===== config.mk =====
export PLATFORM = sky130hd
export DESIGN_NAME = mem_bus_unit
export DESIGN_NICKNAME = d
export VERILOG_FILES = /design/src/rtl/mem_bus_unit_pkg.sv /design/src/rtl/mem_lane_align.sv /design/src/rtl/mem_bus_unit.sv
export SDC_FILE = /design/constraint.sdc
export NUM_CORES = 1
export LEC_CHECK = 0
export ABC_AREA = 1
export ABC_CLOCK_PERIOD_IN_PS = 2200
export BUFFER_PORTS_ARGS = -buffer_cell sky130_fd_sc_hd__buf_2
export CORE_MARGIN = 2
export CORE_UTILIZATION = 46
export CTS_CLUSTER_DIAMETER = 30
export CTS_CLUSTER_SIZE = 28
export DETAILED_ROUTE_END_ITERATION = 12
export GPL_TIMING_DRIVEN = 0
export PLACE_DENSITY_LB_ADDON = 0.25
export SLEW_MARGIN = 20
export SYNTH_ARGS = -nofsm -noshare
export SYNTH_HDL_FRONTEND = slang
export SYNTH_SLANG_ARGS = --single-unit

===== constraint.sdc =====
create_clock -name clk -period 2.2 [get_ports clk]
set_input_delay 0.33 -clock clk [delete_from_list [all_inputs] [get_ports clk]]
set_output_delay 0.33 -clock clk [all_outputs]
set_load 0.01 [all_outputs]

===== src/rtl/mem_bus_unit_pkg.sv =====
// Shared encodings for the MEM-stage bus front end: ops, ExcCodes, FSM states, default address map.
package mem_bus_unit_pkg;

  typedef enum logic [2:0] {
    OP_LW  = 3'd0,
    OP_LH  = 3'd1,
    OP_LHU = 3'd2,
    OP_LB  = 3'd3,
    OP_LBU = 3'd4,
    OP_SW  = 3'd5,
    OP_SH  = 3'd6,
    OP_SB  = 3'd7
  } mem_op_e;

  typedef enum logic [1:0] {
    IDLE = 2'd0,
    WAIT = 2'd1,
    DONE = 2'd2
  } bus_state_e;

  localparam logic [4:0] EXC_NONE = 5'd0;
  localparam logic [4:0] EXC_ADEL = 5'd4;
  localparam logic [4:0] EXC_ADES = 5'd5;
  localparam logic [4:0] EXC_DBE  = 5'd7;

  localparam logic [31:0] DEF_DATA_BASE  = 32'h0000_0000;
  localparam logic [31:0] DEF_DATA_LIMIT = 32'h0000_2FFF;
  localparam logic [31:0] DEF_IO_BASE    = 32'h0000_7F00;
  localparam logic [31:0] DEF_IO_STRIDE  = 32'h0000_0010;

  function automatic logic op_is_store(mem_op_e op);
    return (op == OP_SW) || (op == OP_SH) || (op == OP_SB);
  endfunction

endpackage


===== src/rtl/mem_lane_align.sv =====
// Byte-lane logic shared by the store path (enables, data shift) and load path (extract/extend).
module mem_lane_align
  import mem_bus_unit_pkg::*;
(
  input  mem_op_e     op_i,
  input  logic [1:0]  off_i,
  input  logic [31:0] wdata_i,
  input  logic [31:0] rdata_i,
  output logic [3:0]  be_o,
  output logic [31:0] wdata_o,
  output logic [31:0] rdata_o
);

  logic [15:0] half;
  logic [31:0] rsh;
  logic [7:0]  byt;

  always_comb begin
    be_o    = 4'b0000;
    wdata_o = '0;
    rdata_o = '0;
    half    = off_i[1] ? rdata_i[31:16] : rdata_i[15:0];
    rsh     = rdata_i >> {off_i, 3'b000};
    byt     = rsh[7:0];
    case (op_i)
      OP_LW:  rdata_o = rdata_i;
      OP_LH:  rdata_o = {{16{half[15]}}, half};
      OP_LHU: rdata_o = {16'h0000, half};
      OP_LB:  rdata_o = {{24{byt[7]}}, byt};
      OP_LBU: rdata_o = {24'h000000, byt};
      OP_SW: begin
        be_o    = 4'b1111;
        wdata_o = wdata_i;
      end
      OP_SH: begin
        be_o    = off_i[1] ? 4'b1100 : 4'b0011;
        wdata_o = off_i[1] ? {wdata_i[15:0], 16'h0000} : {16'h0000, wdata_i[15:0]};
      end
      OP_SB: begin
        be_o    = 4'b0001 << off_i;
        wdata_o = {24'h000000, wdata_i[7:0]} << {off_i, 3'b000};
      end
      default: ;
    endcase
  end

endmodule


===== src/rtl/mem_bus_unit.sv =====
// MEM-stage load/store to valid/ack bus bridge with stall, lane alignment and AdEL/AdES/DBE classification.
// Optional WAIT timeout enabled by defining MEM_TIMEOUT_EN.
module mem_bus_unit
  import mem_bus_unit_pkg::*;
#(
  parameter logic [31:0] DATA_BASE   = DEF_DATA_BASE,
  parameter logic [31:0] DATA_LIMIT  = DEF_DATA_LIMIT,
  parameter logic [31:0] IO_BASE     = DEF_IO_BASE,
  parameter int          IO_CHANNELS = 2,
  parameter logic [31:0] IO_STRIDE   = DEF_IO_STRIDE,
  parameter int          IO_SPAN     = 12,
  parameter int          IO_RO_OFF   = 8,
  parameter int          TIMEOUT     = 16
) (
  input  logic        clk,
  input  logic        reset,
  input  logic        req_valid,
  input  logic [2:0]  req_op,
  input  logic [31:0] req_addr,
  input  logic [31:0] req_wdata,
  input  logic [31:0] req_pc,
  input  logic        kill,
  output logic        stall,
  output logic        resp_valid,
  output logic [31:0] resp_rdata,
  output logic [4:0]  resp_exc,
  output logic        bus_req,
  output logic [3:0]  bus_we,
  output logic [31:0] bus_addr,
  output logic [31:0] bus_wdata,
  output logic [31:0] bus_pc,
  input  logic        bus_ack,
  input  logic [31:0] bus_rdata,
  input  logic        bus_err
);

  if (IO_CHANNELS < 1 || IO_CHANNELS > 8 || TIMEOUT < 1) begin : g_bad_param
    $error("mem_bus_unit: IO_CHANNELS must be 1..8 and TIMEOUT >= 1");
  end

  bus_state_e  state_q;
  mem_op_e     op_q;
  logic [1:0]  off_q;
  logic        kill_q;
  logic [31:0] rdata_q;
  logic [4:0]  exc_q;
  logic        bus_req_q;
  logic [3:0]  bus_we_q;
  logic [31:0] bus_addr_q, bus_wdata_q, bus_pc_q;

  mem_op_e     req_op_e, op_sel;
  logic [1:0]  off_sel;
  logic [3:0]  lane_be;
  logic [31:0] lane_wdata, lane_rdata;
  logic [31:0] io_off;
  logic        in_data, in_io, in_ro, is_store, misalign, outside;
  logic [4:0]  req_exc;
  logic        accept, issue, tmo_hit;

  assign req_op_e = mem_op_e'(req_op);
  assign in_data  = (req_addr - DATA_BASE) <= (DATA_LIMIT - DATA_BASE);

  always_comb begin
    io_off   = '0;
    in_io    = 1'b0;
    in_ro    = 1'b0;
    for (int i = 0; i < IO_CHANNELS; i++) begin
      io_off = req_addr - (IO_BASE + IO_STRIDE * 32'(i));
      if (io_off < 32'(IO_SPAN)) in_io = 1'b1;
      if (io_off[31:2] == 30'(IO_RO_OFF / 4)) in_ro = 1'b1;
    end
    is_store = op_is_store(req_op_e);
    misalign = ((req_op_e == OP_LW || req_op_e == OP_SW) && req_addr[1:0] != 2'b00) ||
               ((req_op_e == OP_LH || req_op_e == OP_LHU || req_op_e == OP_SH) && req_addr[0]);
    // Sub-word accesses are only defined on RAM; IO windows are word registers.
    outside  = (req_op_e == OP_LW || req_op_e == OP_SW) ? !(in_data || in_io) : !in_data;
    req_exc  = EXC_NONE;
    if (misalign || outside || (is_store && in_ro)) req_exc = is_store ? EXC_ADES : EXC_ADEL;
  end

  assign accept = (state_q == IDLE) && req_valid && !kill;
  assign issue  = accept && (req_exc == EXC_NONE);

  assign op_sel  = (state_q == IDLE) ? req_op_e : op_q;
  assign off_sel = (state_q == IDLE) ? req_addr[1:0] : off_q;

  mem_lane_align u_lane (
    .op_i    (op_sel),
    .off_i   (off_sel),
    .wdata_i (req_wdata),
    .rdata_i (bus_rdata),
    .be_o    (lane_be),
    .wdata_o (lane_wdata),
    .rdata_o (lane_rdata)
  );

`ifdef MEM_TIMEOUT_EN
  localparam int TW = $clog2(TIMEOUT + 1);
  logic [TW-1:0] tmo_cnt_q;

  always_ff @(posedge clk or negedge reset) begin
    if (!reset)                tmo_cnt_q <= '0;
    else if (state_q == WAIT)  tmo_cnt_q <= tmo_cnt_q + 1'b1;
    else                       tmo_cnt_q <= '0;
  end

  assign tmo_hit = (state_q == WAIT) && (tmo_cnt_q == TW'(TIMEOUT - 1));
`else
  assign tmo_hit = 1'b0;
`endif

  always_ff @(posedge clk or negedge reset) begin
    if (!reset) begin
      state_q     <= IDLE;
      op_q        <= OP_LW;
      off_q       <= 2'b00;
      kill_q      <= 1'b0;
      rdata_q     <= '0;
      exc_q       <= EXC_NONE;
      bus_req_q   <= 1'b0;
      bus_we_q    <= 4'b0000;
      bus_addr_q  <= '0;
      bus_wdata_q <= '0;
      bus_pc_q    <= '0;
    end else begin
      case (state_q)
        IDLE: begin
          if (issue) begin
            state_q     <= WAIT;
            op_q        <= req_op_e;
            off_q       <= req_addr[1:0];
            kill_q      <= 1'b0;
            bus_req_q   <= 1'b1;
            bus_we_q    <= lane_be;
            bus_addr_q  <= {req_addr[31:2], 2'b00};
            bus_wdata_q <= lane_wdata;
            bus_pc_q    <= req_pc;
          end
        end
        WAIT: begin
          // A killed access still runs to ack so the slave sees a complete handshake.
          if (bus_ack) begin
            bus_req_q <= 1'b0;
            rdata_q   <= lane_rdata;
            exc_q     <= bus_err ? EXC_DBE : EXC_NONE;
            state_q   <= (kill_q || kill) ? IDLE : DONE;
          end else if (tmo_hit) begin
            bus_req_q <= 1'b0;
            rdata_q   <= '0;
            exc_q     <= EXC_DBE;
            state_q   <= (kill_q || kill) ? IDLE : DONE;
          end else if (kill) begin
            kill_q <= 1'b1;
          end
        end
        DONE:    state_q <= IDLE;
        default: state_q <= IDLE;
      endcase
    end
  end

  assign stall      = issue || (state_q == WAIT);
  assign resp_valid = (accept && (req_exc != EXC_NONE)) || (state_q == DONE);
  assign resp_exc   = (state_q == DONE) ? exc_q : (accept ? req_exc : EXC_NONE);
  assign resp_rdata = (state_q == DONE) ? rdata_q : '0;

  assign bus_req   = bus_req_q;
  assign bus_we    = bus_we_q;
  assign bus_addr  = bus_addr_q;
  assign bus_wdata = bus_wdata_q;
  assign bus_pc    = bus_pc_q;

endmodule


==> metrics.log, run 1 <==
INFO  metric ys_seq_area_frac = 0.438
INFO  metric grt_setup_unrepaired = true
INFO  metric totalPowerFinal = 6920 uW
INFO  metric yosysWarnings = 0
INFO  metric wire_length_of_the_first_global_routing_pass = 42500 um
INFO  metric status = finished with violations
INFO  metric clk_pin_slew_worst_paths = 0.06 ns
INFO  metric cts.sink_count = 140
INFO  metric fmaxAchievable = 384 MHz
INFO  metric post_route_cells_drive_above_1_share = 0.373
INFO  metric finalSetupViolCount = 100
INFO  metric cp.required = 1.87 ns
INFO  metric vias = 9248
INFO  metric cp.arrival = 2.28 ns
INFO  metric fin_setup_tns = -7.25 ns
INFO  metric vias_per_std_cell = 5.43
INFO  metric layout_min_cycle_time = 2.61 ns
INFO  metric die_height = 136 um
INFO  metric post_synth_fa_ha_maj_area_fraction = 0
INFO  metric power.leakage = 0.00651 uW
INFO  metric violations = negative setup slack
INFO  metric gp_congestion = 0.935
INFO  metric coreArea = 17200 um2
INFO  metric seqCellArea = 3500 um2
INFO  metric routed_wire_length_per_instance = 16.8 um
INFO  metric route.detailed.drc = 0
INFO  metric worst_path_most_repeated_cell = sky130_fd_sc_hd__nand2_4
INFO  metric post_synth_and_or_nand_nor_area_fraction = 0.345
INFO  metric cts-buffers-inserted = 17
INFO  metric yosys.area.top_type = sky130_fd_sc_hd__dfrtp_1
INFO  metric post_synth_mux_area_share = 0
INFO  metric vdd_ir_drop_max = 0.634 mV
INFO  metric postRouteAntennaNets = 0
INFO  metric drt_pass1_iterations = 5
INFO  metric cts-htree-levels = 4
INFO  metric port_buffers = 272
INFO  metric layout-area-overhead-vs-synth = 48.0%
INFO  metric tritoncts_clock_tree = done
INFO  metric largest_net_degree_at_the_start_of_global_routing = 94
INFO  metric rows = 48
INFO  metric fin_crit_sh = 1.18
INFO  metric synth_compound_gate_area_share = 0.108
INFO  metric synth-edff-count = 0
INFO  metric cts_buffer_depth = 2
INFO  metric clk_root_buffer_cell = sky130_fd_sc_hd__clkbuf_16
INFO  metric r2r_cells = 7
INFO  metric synth_ff_type = sky130_fd_sc_hd__dfrtp_1
INFO  metric initial_antenna_violation_count = 5
INFO  metric critPathSlowestCell = sky130_fd_sc_hd__nor3_4
INFO  metric powerDensity = 584 nW/um2
INFO  metric dp_cells = 1606
INFO  metric non_filler_cells_final = 1704
INFO  metric globalRouteOverflowTotal = 0
INFO  metric critical_path.max_stage_delay = 0.24 ns
INFO  metric fillerInstances = 1440
INFO  metric initial_utilization = 0.466
INFO  metric final_common_cell = sky130_fd_sc_hd__nand2_1
INFO  metric clock_insertion_delay_worst_skew = 0.42 ns
INFO  metric syn_inst = 1105
INFO  metric max_slew_margin = 0.610
INFO  metric whs_path_depth = 2
INFO  metric worstPathMaxFanout = 3
INFO  metric max_cap_violations = 0
INFO  metric first_iter_violations = 770
INFO  metric post_synth_main_area_contributors = sky130_fd_sc_hd__dfrtp_1 (44%), sky130_fd_sc_hd__nand2_1 (16%), sky130_fd_sc_hd__nand4_1 (7.9%)
INFO  metric worstSetupEndpointType = primary output
INFO  metric number_of_global_route_vias_before_repair = 8457
INFO  metric worst_hold_class = primary input to register
INFO  metric hpwl = 19700 um
INFO  metric synth_area = 8010 um2
INFO  metric worst_setup_path_start_kind = primary input
INFO  metric report.final.hold_viol_count = 0
INFO  metric path_cells = buf_8 -> nor2_4 -> nand2_4 -> buf_12 -> nor2_4 -> nand4_1 -> nand2_1 -> nand3_1 -> nor3_4 -> nand3_1 -> nand2_1 -> nand2_2 -> nand2_4 -> nand3_2 -> buf_6 -> buf_8 -> nand2_4 -> buf_6
INFO  metric postSynth.asyncResetShare = 1.00
INFO  metric post_synth_xor_area_fraction = 0.00438
INFO  metric worst_clock_skew = 0.0142 ns
INFO  metric synth-seq-cells = 140
INFO  metric drt_wl_total = 28500 um
INFO  metric fp.dieW = 136 um
INFO  metric top_level_ports = 277
INFO  metric mostFrequentLayoutCells = sky130_fd_sc_hd__nand2_1 (310), sky130_fd_sc_hd__buf_2 (260), sky130_fd_sc_hd__dfrtp_1 (139), sky130_fd_sc_hd__inv_1 (106), sky130_fd_sc_hd__nand4_1 (101)
INFO  metric grt_usage = 0.292
INFO  metric criticalPathCategory = primary input to primary output
INFO  metric largest_family_of_logic_cells_by_synthesized_area = simple AND/OR/NAND/NOR gates
INFO  metric final-max-slew-violation-count = 0
INFO  metric netlist.area_leader.share = 0.438
INFO  metric syn-mean-instance-area = 7.25 um2
INFO  metric yosys.cell_types.count = 43
INFO  metric timing.final.ws_setup = -0.406 ns
INFO  metric multi_input_comb_area = 4230 um2
INFO  metric layout.nets = 1600
INFO  metric dieArea = 18500 um2
INFO  metric worstMarginPinSlew = 0.583 ns
==> stage by stage <==
stage,utilization,hold WS (ns),worst slack [ns],area (um2)
after floorplan,-,0.0344,-0.0962,8020
after global placement,0.563,0.430,-1.19,9660
after detailed placement,0.565,0.259,-0.789,9700
after CTS,0.641,0.112,-0.397,11000
after global routing,0.690,0.118,-0.580,11900
final,0.690,0.123,-0.406,11900
==> Yosys cell counts, types with 2 or more instances <==
library cell and n:
sky130_fd_sc_hd__buf_6 11, sky130_fd_sc_hd__a22oi_1 8, sky130_fd_sc_hd__nand4_1 101, sky130_fd_sc_hd__a21oi_1 14
sky130_fd_sc_hd__buf_4 5, sky130_fd_sc_hd__o22ai_1 8, sky130_fd_sc_hd__xor2_1 4, sky130_fd_sc_hd__nand3_1 44
sky130_fd_sc_hd__clkbuf_1 35, sky130_fd_sc_hd__nor2_1 106, sky130_fd_sc_hd__buf_2 12, sky130_fd_sc_hd__o211ai_1 9
sky130_fd_sc_hd__dfrtp_1 140, sky130_fd_sc_hd__nand3b_1 2, sky130_fd_sc_hd__inv_1 115, sky130_fd_sc_hd__o221ai_1 8
sky130_fd_sc_hd__o311ai_0 7, sky130_fd_sc_hd__o21ai_0 77, sky130_fd_sc_hd__clkinv_1 2, sky130_fd_sc_hd__o21ai_1 3
sky130_fd_sc_hd__inv_2 3, sky130_fd_sc_hd__nand2_1 345, sky130_fd_sc_hd__buf_1 2, sky130_fd_sc_hd__a31oi_1 2
sky130_fd_sc_hd__or2_2 3, sky130_fd_sc_hd__nor2_2 17, sky130_fd_sc_hd__nor3_1 6
==> where the power goes <==
part,total (uW),switching [uW],internal [uW]
clock network,3290,1210,2080
logic,956,598,358
registers,2680,23.7,2660
total,6920,1830,5090
==> logic make-up after synthesis <==
family,count (synthesis)
XOR/XNOR,4
AO/OA/AOI/OAI,143
flip-flops,140
other,1
AND/OR/NAND/NOR,630
buffers and inverters,187
==> cell type report <==
| class | count | area share |
|---|---|---|
| Multi-Input combinational cell | 782 | 0.357 |
| Timing Repair Buffer | 334 | 0.184 |
| Sequential cell | 140 | 0.296 |
| Clock inverter | 14 | 0.0197 |
| Tap cell | 225 | 0.0238 |
| Antenna cell | 3 | 0.000634 |
| Inverter | 121 | 0.0399 |
| Timing Repair inverter | 1 | 0.000739 |
| Buffer | 66 | 0.0419 |
| Clock buffer | 18 | 0.0371 |
==> worst max-delay path, delay by kind of cell <==
family	cells	cell delay, ns
buffers and inverters	5	0.60
and+or+nand+nor	13	1.36
==> routing by layer <==
metal | track usage | part of all wire | up-vias
li1 | - | - | 4385
met5 | 0 | 0.00039 | -
met1 | 0.382 | 0.41 | 4285
met3 | 0.0570 | 0.084 | 84
met4 | 0.133 | 0.033 | 2
met2 | 0.469 | 0.47 | 492
==> path summary, 6_finish.rpt <==
check                        startpoint            to  slack (ns)
max                        req_addr[16]         stall       -0.41
max reg2reg                  state_q[0]  bus_wdata[7]       -0.12
min reg2reg                      kill_q    state_q[1]        0.45
max in group asynchronous         reset    state_q[0]        0.97
min in group asynchronous         reset  bus_addr[22]        0.41
min                             bus_ack    state_q[0]        0.12
==> flip-flops by register name (all words and copies together) (netlist names) <==
| name | count |
|---|---|
| bus_pc | 32 |
| bus_wdata | 32 |
| rdata_q | 32 |
| bus_addr | 30 |
| bus_we | 4 |
| op_q | 3 |
| off_q | 2 |
| state_q | 2 |
| bus_req | 1 |
| exc_q | 1 |
| kill_q | 1 |
==> repair_timing <==
action                                  4_1_cts  5_1_grt
endpoints found under the hold margin        47        0
endpoints found under the setup margin      136      163
pin swaps                                    31       38
cloned                                        2       11
resized for setup                           138      161
hold buffers                                  1        0
buffers inserted                             24       27
No activity file was read; power rests on OpenSTA's default activity.
==> inputs of run 2 (changes only) <==
--- a/config.mk
+++ b/config.mk
@@ -8,7 +8,7 @@
 export ABC_AREA = 1
 export ABC_CLOCK_PERIOD_IN_PS = 2200
 export BUFFER_PORTS_ARGS = -buffer_cell sky130_fd_sc_hd__buf_2
-export CORE_MARGIN = 2
+export CORE_MARGIN = 3
 export CORE_UTILIZATION = 46
 export CTS_CLUSTER_DIAMETER = 30
 export CTS_CLUSTER_SIZE = 28
==> metrics.log, run 2 (synthesis results as in run 1) <==
INFO  metric final_common_cell = sky130_fd_sc_hd__nand2_1
INFO  metric path_cells = buf_4 -> nor2_4 -> nand2_2 -> nor2_4 -> nand3_2 -> nand2_1 -> nand2_1 -> nor2_2 -> nand2_1 -> nor2_2 -> nand3_1 -> nand2_1 -> nand2_2 -> nand2_4 -> buf_8 -> nand2_8 -> nand2_4 -> nand2_1 -> buf_2
INFO  metric initial_utilization = 0.476
INFO  metric totalPowerFinal = 6580 uW
INFO  metric worst_hold_class = primary input to register
INFO  metric netSwitchingPower = 1850 uW
INFO  metric top_level_ports = 277
INFO  metric cp.required = 1.87 ns
INFO  metric fmaxAchievable = 397 MHz
INFO  metric timing.final.ws_setup = -0.318 ns
INFO  metric drt_pass1_iterations = 6
INFO  metric grt_setup_unrepaired = true
INFO  metric die_height = 138 um
INFO  metric routed_wire_length_per_instance = 17.2 um
INFO  metric postRouteAntennaNets = 0
INFO  metric tritoncts_clock_tree = done
INFO  metric vias_per_std_cell = 5.52
INFO  metric criticalPathCategory = primary input to primary output
INFO  metric cts-buffers-inserted = 17
INFO  metric drt_wl_total = 29300 um
INFO  metric power.leakage = 0.00645 uW
INFO  metric worst_clock_skew = 0.00896 ns
INFO  metric worst_path_most_repeated_cell = sky130_fd_sc_hd__nand2_1
INFO  metric final_hold_slack = 0.105 ns
INFO  metric post_route_cells_drive_above_1_share = 0.381
INFO  metric cts.sink_count = 140
INFO  metric max_slew_margin = 0.637
INFO  metric port_buffers = 272
INFO  metric route.detailed.drc = 0
INFO  metric clk_root_buffer_cell = sky130_fd_sc_hd__clkbuf_16
INFO  metric powerDensity = 557 nW/um2
INFO  metric finalSetupViolCount = 5
INFO  metric layout.nets = 1603
INFO  metric vdd_ir_drop_max = 0.529 mV
INFO  metric worst_setup_path_start_kind = primary input
INFO  metric fp.dieW = 138 um
INFO  metric largest_net_degree_at_the_start_of_global_routing = 95
INFO  metric status = finished with violations
INFO  metric layout-area-overhead-vs-synth = 47.7%
INFO  metric power.share.sequential = 0.407
INFO  metric rows = 47
INFO  metric p_comb_frac = 0.151
INFO  metric gp_congestion = 0.952
INFO  metric initial_antenna_violation_count = 4
INFO  metric mostFrequentLayoutCells = sky130_fd_sc_hd__nand2_1 (318), sky130_fd_sc_hd__buf_2 (255), sky130_fd_sc_hd__dfrtp_1 (138), sky130_fd_sc_hd__inv_1 (106), sky130_fd_sc_hd__nand4_1 (101)
INFO  metric timing.critical_path.buf_inv = 3
INFO  metric critPathSlowestCell = sky130_fd_sc_hd__nor2_4
INFO  metric cts-htree-levels = 4
INFO  metric globalRouteOverflowTotal = 0
INFO  metric swShare = 0.282
INFO  metric dieArea = 19000 um2
INFO  metric violations = negative setup slack
INFO  metric clk_pin_slew_worst_paths = 0.06 ns
INFO  metric max_cap_violations = 0
INFO  metric worstPathMaxFanout = 5
INFO  metric grt_usage = 0.287
INFO  metric layout_min_cycle_time = 2.52 ns
INFO  metric worstMarginPinSlew = 0.544 ns
INFO  metric critical_path.max_stage_delay = 0.18 ns
INFO  metric coreArea = 16800 um2
INFO  metric power.clock.fraction = 0.442
INFO  metric cts_buffer_depth = 2
INFO  metric cp.arrival = 2.19 ns
INFO  metric report.final.hold_viol_count = 0
INFO  metric fin_crit_sh = 1.14
INFO  metric worst_path_dominant_cell_family = simple AND/OR/NAND/NOR gates
INFO  metric power_report.internal_total = 4730 uW
INFO  metric hpwl = 20100 um
INFO  metric clock_insertion_delay_worst_skew = 0.42 ns
INFO  metric first_iter_violations = 738
INFO  metric vias = 9409
INFO  metric final-max-slew-violation-count = 0
INFO  metric worstSetupEndpointType = primary output
INFO  metric wire_length_of_the_first_global_routing_pass = 43200 um
INFO  metric number_of_global_route_vias_before_repair = 8535
-- run 2: power groups by stage --
stage | registers, uW | clock network [uW] | logic (uW)
final | 2680 | 2910 | 992
after global routing | 2680 | 3060 | 1080
after CTS | 2680 | 2940 | 842
after detailed placement | 2730 | 0 | 746
after global placement | 2720 | 0 | 733
after floorplan | 2720 | 0 | 392
-- run 2: repair_timing --
action                                  in CTS  in global routing
cloned                                       2                  5
endpoints found under the setup margin     135                167
hold buffers                                 1                  0
pin swaps                                   27                 60
setup buffers                               29                 30
hold endpoints to repair                    46                  0
resized for setup                          134                225
-- run 2: layer usage --
metal / wire length (um) / vias up / global-route usage
li1: - / 4381 / -
met5: 0 / - / 0
met2: 13700 / 540 / 0.457
met4: 1020 / 0 / 0.114
met1: 11900 / 4398 / 0.390
met3: 2690 / 90 / 0.0519
-- run 2: through the flow --
step | setup WS, ns | util | setup TNS (ns) | area [um2] | cells
detailed placement | -0.800 | 0.576 | -68.69 | 9690 | 1601
floorplan | -0.0962 | - | -0.0962 | 8020 | 1108
global route | -0.464 | 0.703 | -5.63 | 11800 | 1704
global placement | -1.24 | 0.574 | -238.16 | 9660 | 1600
finish | -0.318 | 0.703 | -1.22 | 11800 | 1705
CTS | -0.393 | 0.650 | -1.45 | 10900 | 1665
-- run 2: worst paths after layout --
| path | startpoint | end | slack [ns] | depth (start not counted) |
|---|---|---|---|---|
| worst min register to register | kill_q | state_q[1] | 0.45 | 1 |
| min in group asynchronous | reset | bus_addr[30] | 0.39 | 2 |
| worst max register to register | state_q[0] | rdata_q[28] | -0.01 | 13 |
| worst min-delay path | bus_ack | state_q[0] | 0.10 | 2 |
| worst max-delay path | req_addr[20] | resp_valid | -0.32 | 19 |
| max in group asynchronous | reset | state_q[0] | 1.00 | 3 |
-- run 2: area by class of cell --
| class | instances | area, um2 |
|---|---|---|
| Fill cell | 1389 | 4990 |
| Multi-Input combinational cell | 782 | 4310 |
| Sequential cell | 140 | 3510 |
| Timing Repair Buffer | 339 | 2160 |
| Buffer | 65 | 507 |
| Inverter | 121 | 470 |
| Clock buffer | 18 | 429 |
| Tap cell | 220 | 275 |
| Clock inverter | 14 | 158 |
| Antenna cell | 6 | 15.0 |
==> inputs of run 3 (changes only) <==
--- a/config.mk
+++ b/config.mk
@@ -6,13 +6,13 @@
 export NUM_CORES = 1
 export LEC_CHECK = 0
 export ABC_AREA = 1
-export ABC_CLOCK_PERIOD_IN_PS = 2200
-export BUFFER_PORTS_ARGS = -buffer_cell sky130_fd_sc_hd__buf_2
+export ABC_CLOCK_PERIOD_IN_PS = 3050
 export CORE_MARGIN = 3
-export CORE_UTILIZATION = 46
+export CORE_UTILIZATION = 60
 export CTS_CLUSTER_DIAMETER = 30
 export CTS_CLUSTER_SIZE = 28
 export DETAILED_ROUTE_END_ITERATION = 12
+export DONT_BUFFER_PORTS = 1
 export GPL_TIMING_DRIVEN = 0
 export PLACE_DENSITY_LB_ADDON = 0.25
 export SLEW_MARGIN = 20
==> constraint.sdc (replaced) <==
create_clock -name clk -period 3.05 [get_ports clk]
set_input_delay 0.4575 -clock clk [delete_from_list [all_inputs] [get_ports clk]]
set_output_delay 0.4575 -clock clk [all_outputs]
set_load 0.01 [all_outputs]
==> metrics.log, run 3 (synthesis results as in run 1) <==
INFO  metric met1_length = 9380 um
INFO  metric clk_root_buffer_cell = sky130_fd_sc_hd__clkbuf_16
INFO  metric coreArea = 12800 um2
INFO  metric finalSetupViolCount = 0
INFO  metric wire_length_of_the_first_global_routing_pass = 39200 um
INFO  metric drt_wl_total = 25300 um
INFO  metric hpwl = 18300 um
INFO  metric worst_hold_class = primary input to async pin
INFO  metric instance_area_after_placement = 8230 um2
INFO  metric violations = negative hold slack
INFO  metric final_hold_slack = -0.278 ns
INFO  metric criticalPathCategory = primary input to primary output
INFO  metric postRouteAntennaNets = 0
INFO  metric worstPathMaxFanout = 10
INFO  metric clock_insertion_delay_worst_skew = 0.43 ns
INFO  metric vdd_ir_drop_max = 0.536 mV
INFO  metric mostFrequentLayoutCells = sky130_fd_sc_hd__nand2_1 (340), sky130_fd_sc_hd__dfrtp_1 (140), sky130_fd_sc_hd__inv_1 (115), sky130_fd_sc_hd__nor2_1 (102), sky130_fd_sc_hd__nand4_1 (101)
INFO  metric cts.repair_timing.setup_buffer_count = 0
INFO  metric layout.nets = 1264
INFO  metric cts_buffer_depth = 2
INFO  metric tritoncts_clock_tree = done
INFO  metric top_level_ports = 277
INFO  metric worst_clock_skew = 0.00876 ns
INFO  metric first_iter_violations = 1053
INFO  metric dieArea = 14800 um2
INFO  metric globalRouteOverflowTotal = 0
INFO  metric fmaxAchievable = 339 MHz
INFO  metric grt_setup_unrepaired = true
INFO  metric number_of_global_route_vias_before_repair = 7387
INFO  metric totalPowerFinal = 4600 uW
INFO  metric cts.sink_count = 140
INFO  metric report.final.hold_viol_count = 140
INFO  metric rows = 41
INFO  metric largest_net_degree_at_the_start_of_global_routing = 141
INFO  metric routed_wire_length_per_instance = 19.3 um
INFO  metric gp_congestion = 0.944
INFO  metric met3RoutedLength = 3080 um
INFO  metric worstSetupEndpointType = primary output
INFO  metric port_buffers = 0
INFO  metric antenna-diode-count = 0
INFO  metric powerDensity = 515 nW/um2
INFO  metric cp.required = 2.59 ns
INFO  metric non_filler_cells_final = 1312
INFO  metric detailroute.wirelength.met2 = 12200 um
INFO  metric cts-buffers-inserted = 17
INFO  metric final-max-slew-violation-count = 0
INFO  metric fin_crit_sh = 0.967
INFO  metric max_slew_margin = 0.465
INFO  metric vias = 7987
INFO  metric status = finished with violations
INFO  metric route.detailed.drc = 0
INFO  metric top_layer_used_by_detailed_routing = met4
INFO  metric cp.arrival = 2.49 ns
INFO  metric layout-area-overhead-vs-synth = 11.6%
INFO  metric max_cap_violations = 0
INFO  metric fp.dieW = 122 um
INFO  metric post_route_cells_drive_above_1_share = 0.0921
INFO  metric stdcell_area = 8930 um2
INFO  metric clk_pin_slew_worst_paths = 0.06 ns
INFO  metric power.leakage = 0.00458 uW
INFO  metric final_common_cell = sky130_fd_sc_hd__nand2_1
INFO  metric initial_utilization = 0.624
INFO  metric layout_min_cycle_time = 2.95 ns
INFO  metric drt_pass1_iterations = 6
INFO  metric grt_usage = 0.337
INFO  metric cts-htree-levels = 4
INFO  metric initial_antenna_violation_count = 0
INFO  metric worstMarginPinSlew = 0.798 ns
INFO  metric vias_per_std_cell = 6.09
INFO  metric dp_cells = 1280
INFO  metric worst_setup_path_start_kind = primary input
INFO  metric finish.utilization = 0.697
INFO  metric die_height = 122 um
==> run 3: cell types whose count changed in the layout (fill, tap and decap cells not counted), sizes merged <==
cell	previous run	this run
nor2	125	124
clkbuf	51	53
buf	370	31
inv	127	124
clkinvlp	3	1
diode	6	0
clkinv	3	6
bufinv	2	4
dlygate4sd3	1	0
==> run 3: metal layers <==
metal / vias to the layer above / GRT usage
met1: 3719 / 0.430
met2: 526 / 0.554
met5: - / 0
met4: 0 / 0.111
met3: 73 / 0.0984
li1: 3669 / -
==> run 3: final cells by class <==
| type | count | area [um2] |
|---|---|---|
| flip-flops and latches | 140 | 3500 |
| clock buffers | 18 | 439 |
| clock inverters | 14 | 208 |
| well taps | 172 | 215 |
| plain buffers | 66 | 384 |
| inverters | 121 | 459 |
| fillers | 1077 | 3890 |
| multi-input cells | 781 | 3720 |
==> run 3: worst paths after layout <==
path	cells past startpoint	slack, ns	endpoint	start
max	17	0.10	stall	req_addr[9]
min	0	-0.28	bus_addr[17]	reset
max reg2reg	12	0.28	rdata_q[29]	state_q[0]
min reg2reg	1	0.44	state_q[1]	kill_q
max in group asynchronous	0	3.09	rdata_q[29]	reset
min in group clk	1	0.10	state_q[1]	kill
==> run 3: what timing repair did <==
item	CTS	global route
pin swaps	0	1
setup endpoints to repair	4	15
cloned	0	0
endpoints found under the hold margin	140	140
gates resized for setup	2	19
==> run 3: metrics by stage <==
stage | setup WS (ns) | TNS (ns)
floorplan | 0.463 | 0
global placement | -0.0139 | -0.0139
detailed placement | -0.0163 | -0.0163
CTS | 0.0103 | 0
global route | -0.0763 | -0.198
finish | 0.102 | 0
==> run 3: worst max-delay path, cell delays in order <==
cell	delay [ns]
sky130_fd_sc_hd__nand2_1	0.11
sky130_fd_sc_hd__nor2_4	0.15
sky130_fd_sc_hd__nand3_4	0.13
sky130_fd_sc_hd__buf_6	0.17
sky130_fd_sc_hd__nand3_1	0.10
sky130_fd_sc_hd__nand2_1	0.07
sky130_fd_sc_hd__nor2_1	0.12
sky130_fd_sc_hd__nand2_1	0.08
sky130_fd_sc_hd__nor2_1	0.14
sky130_fd_sc_hd__nand3_1	0.09
sky130_fd_sc_hd__nand2_1	0.07
sky130_fd_sc_hd__nand2_1	0.08
sky130_fd_sc_hd__nand2_4	0.12
sky130_fd_sc_hd__nand3_1	0.12
sky130_fd_sc_hd__buf_8	0.21
sky130_fd_sc_hd__buf_6	0.16
sky130_fd_sc_hd__nand2_2	0.09
==> run 3: power breakdown <==
part | internal, uW | switching [uW] | leakage, uW | total, uW
logic | 115 | 272 | 0.00246 | 387
clock network | 1410 | 871 | 0.000315 | 2280
registers | 1920 | 17.2 | 0.00180 | 1930
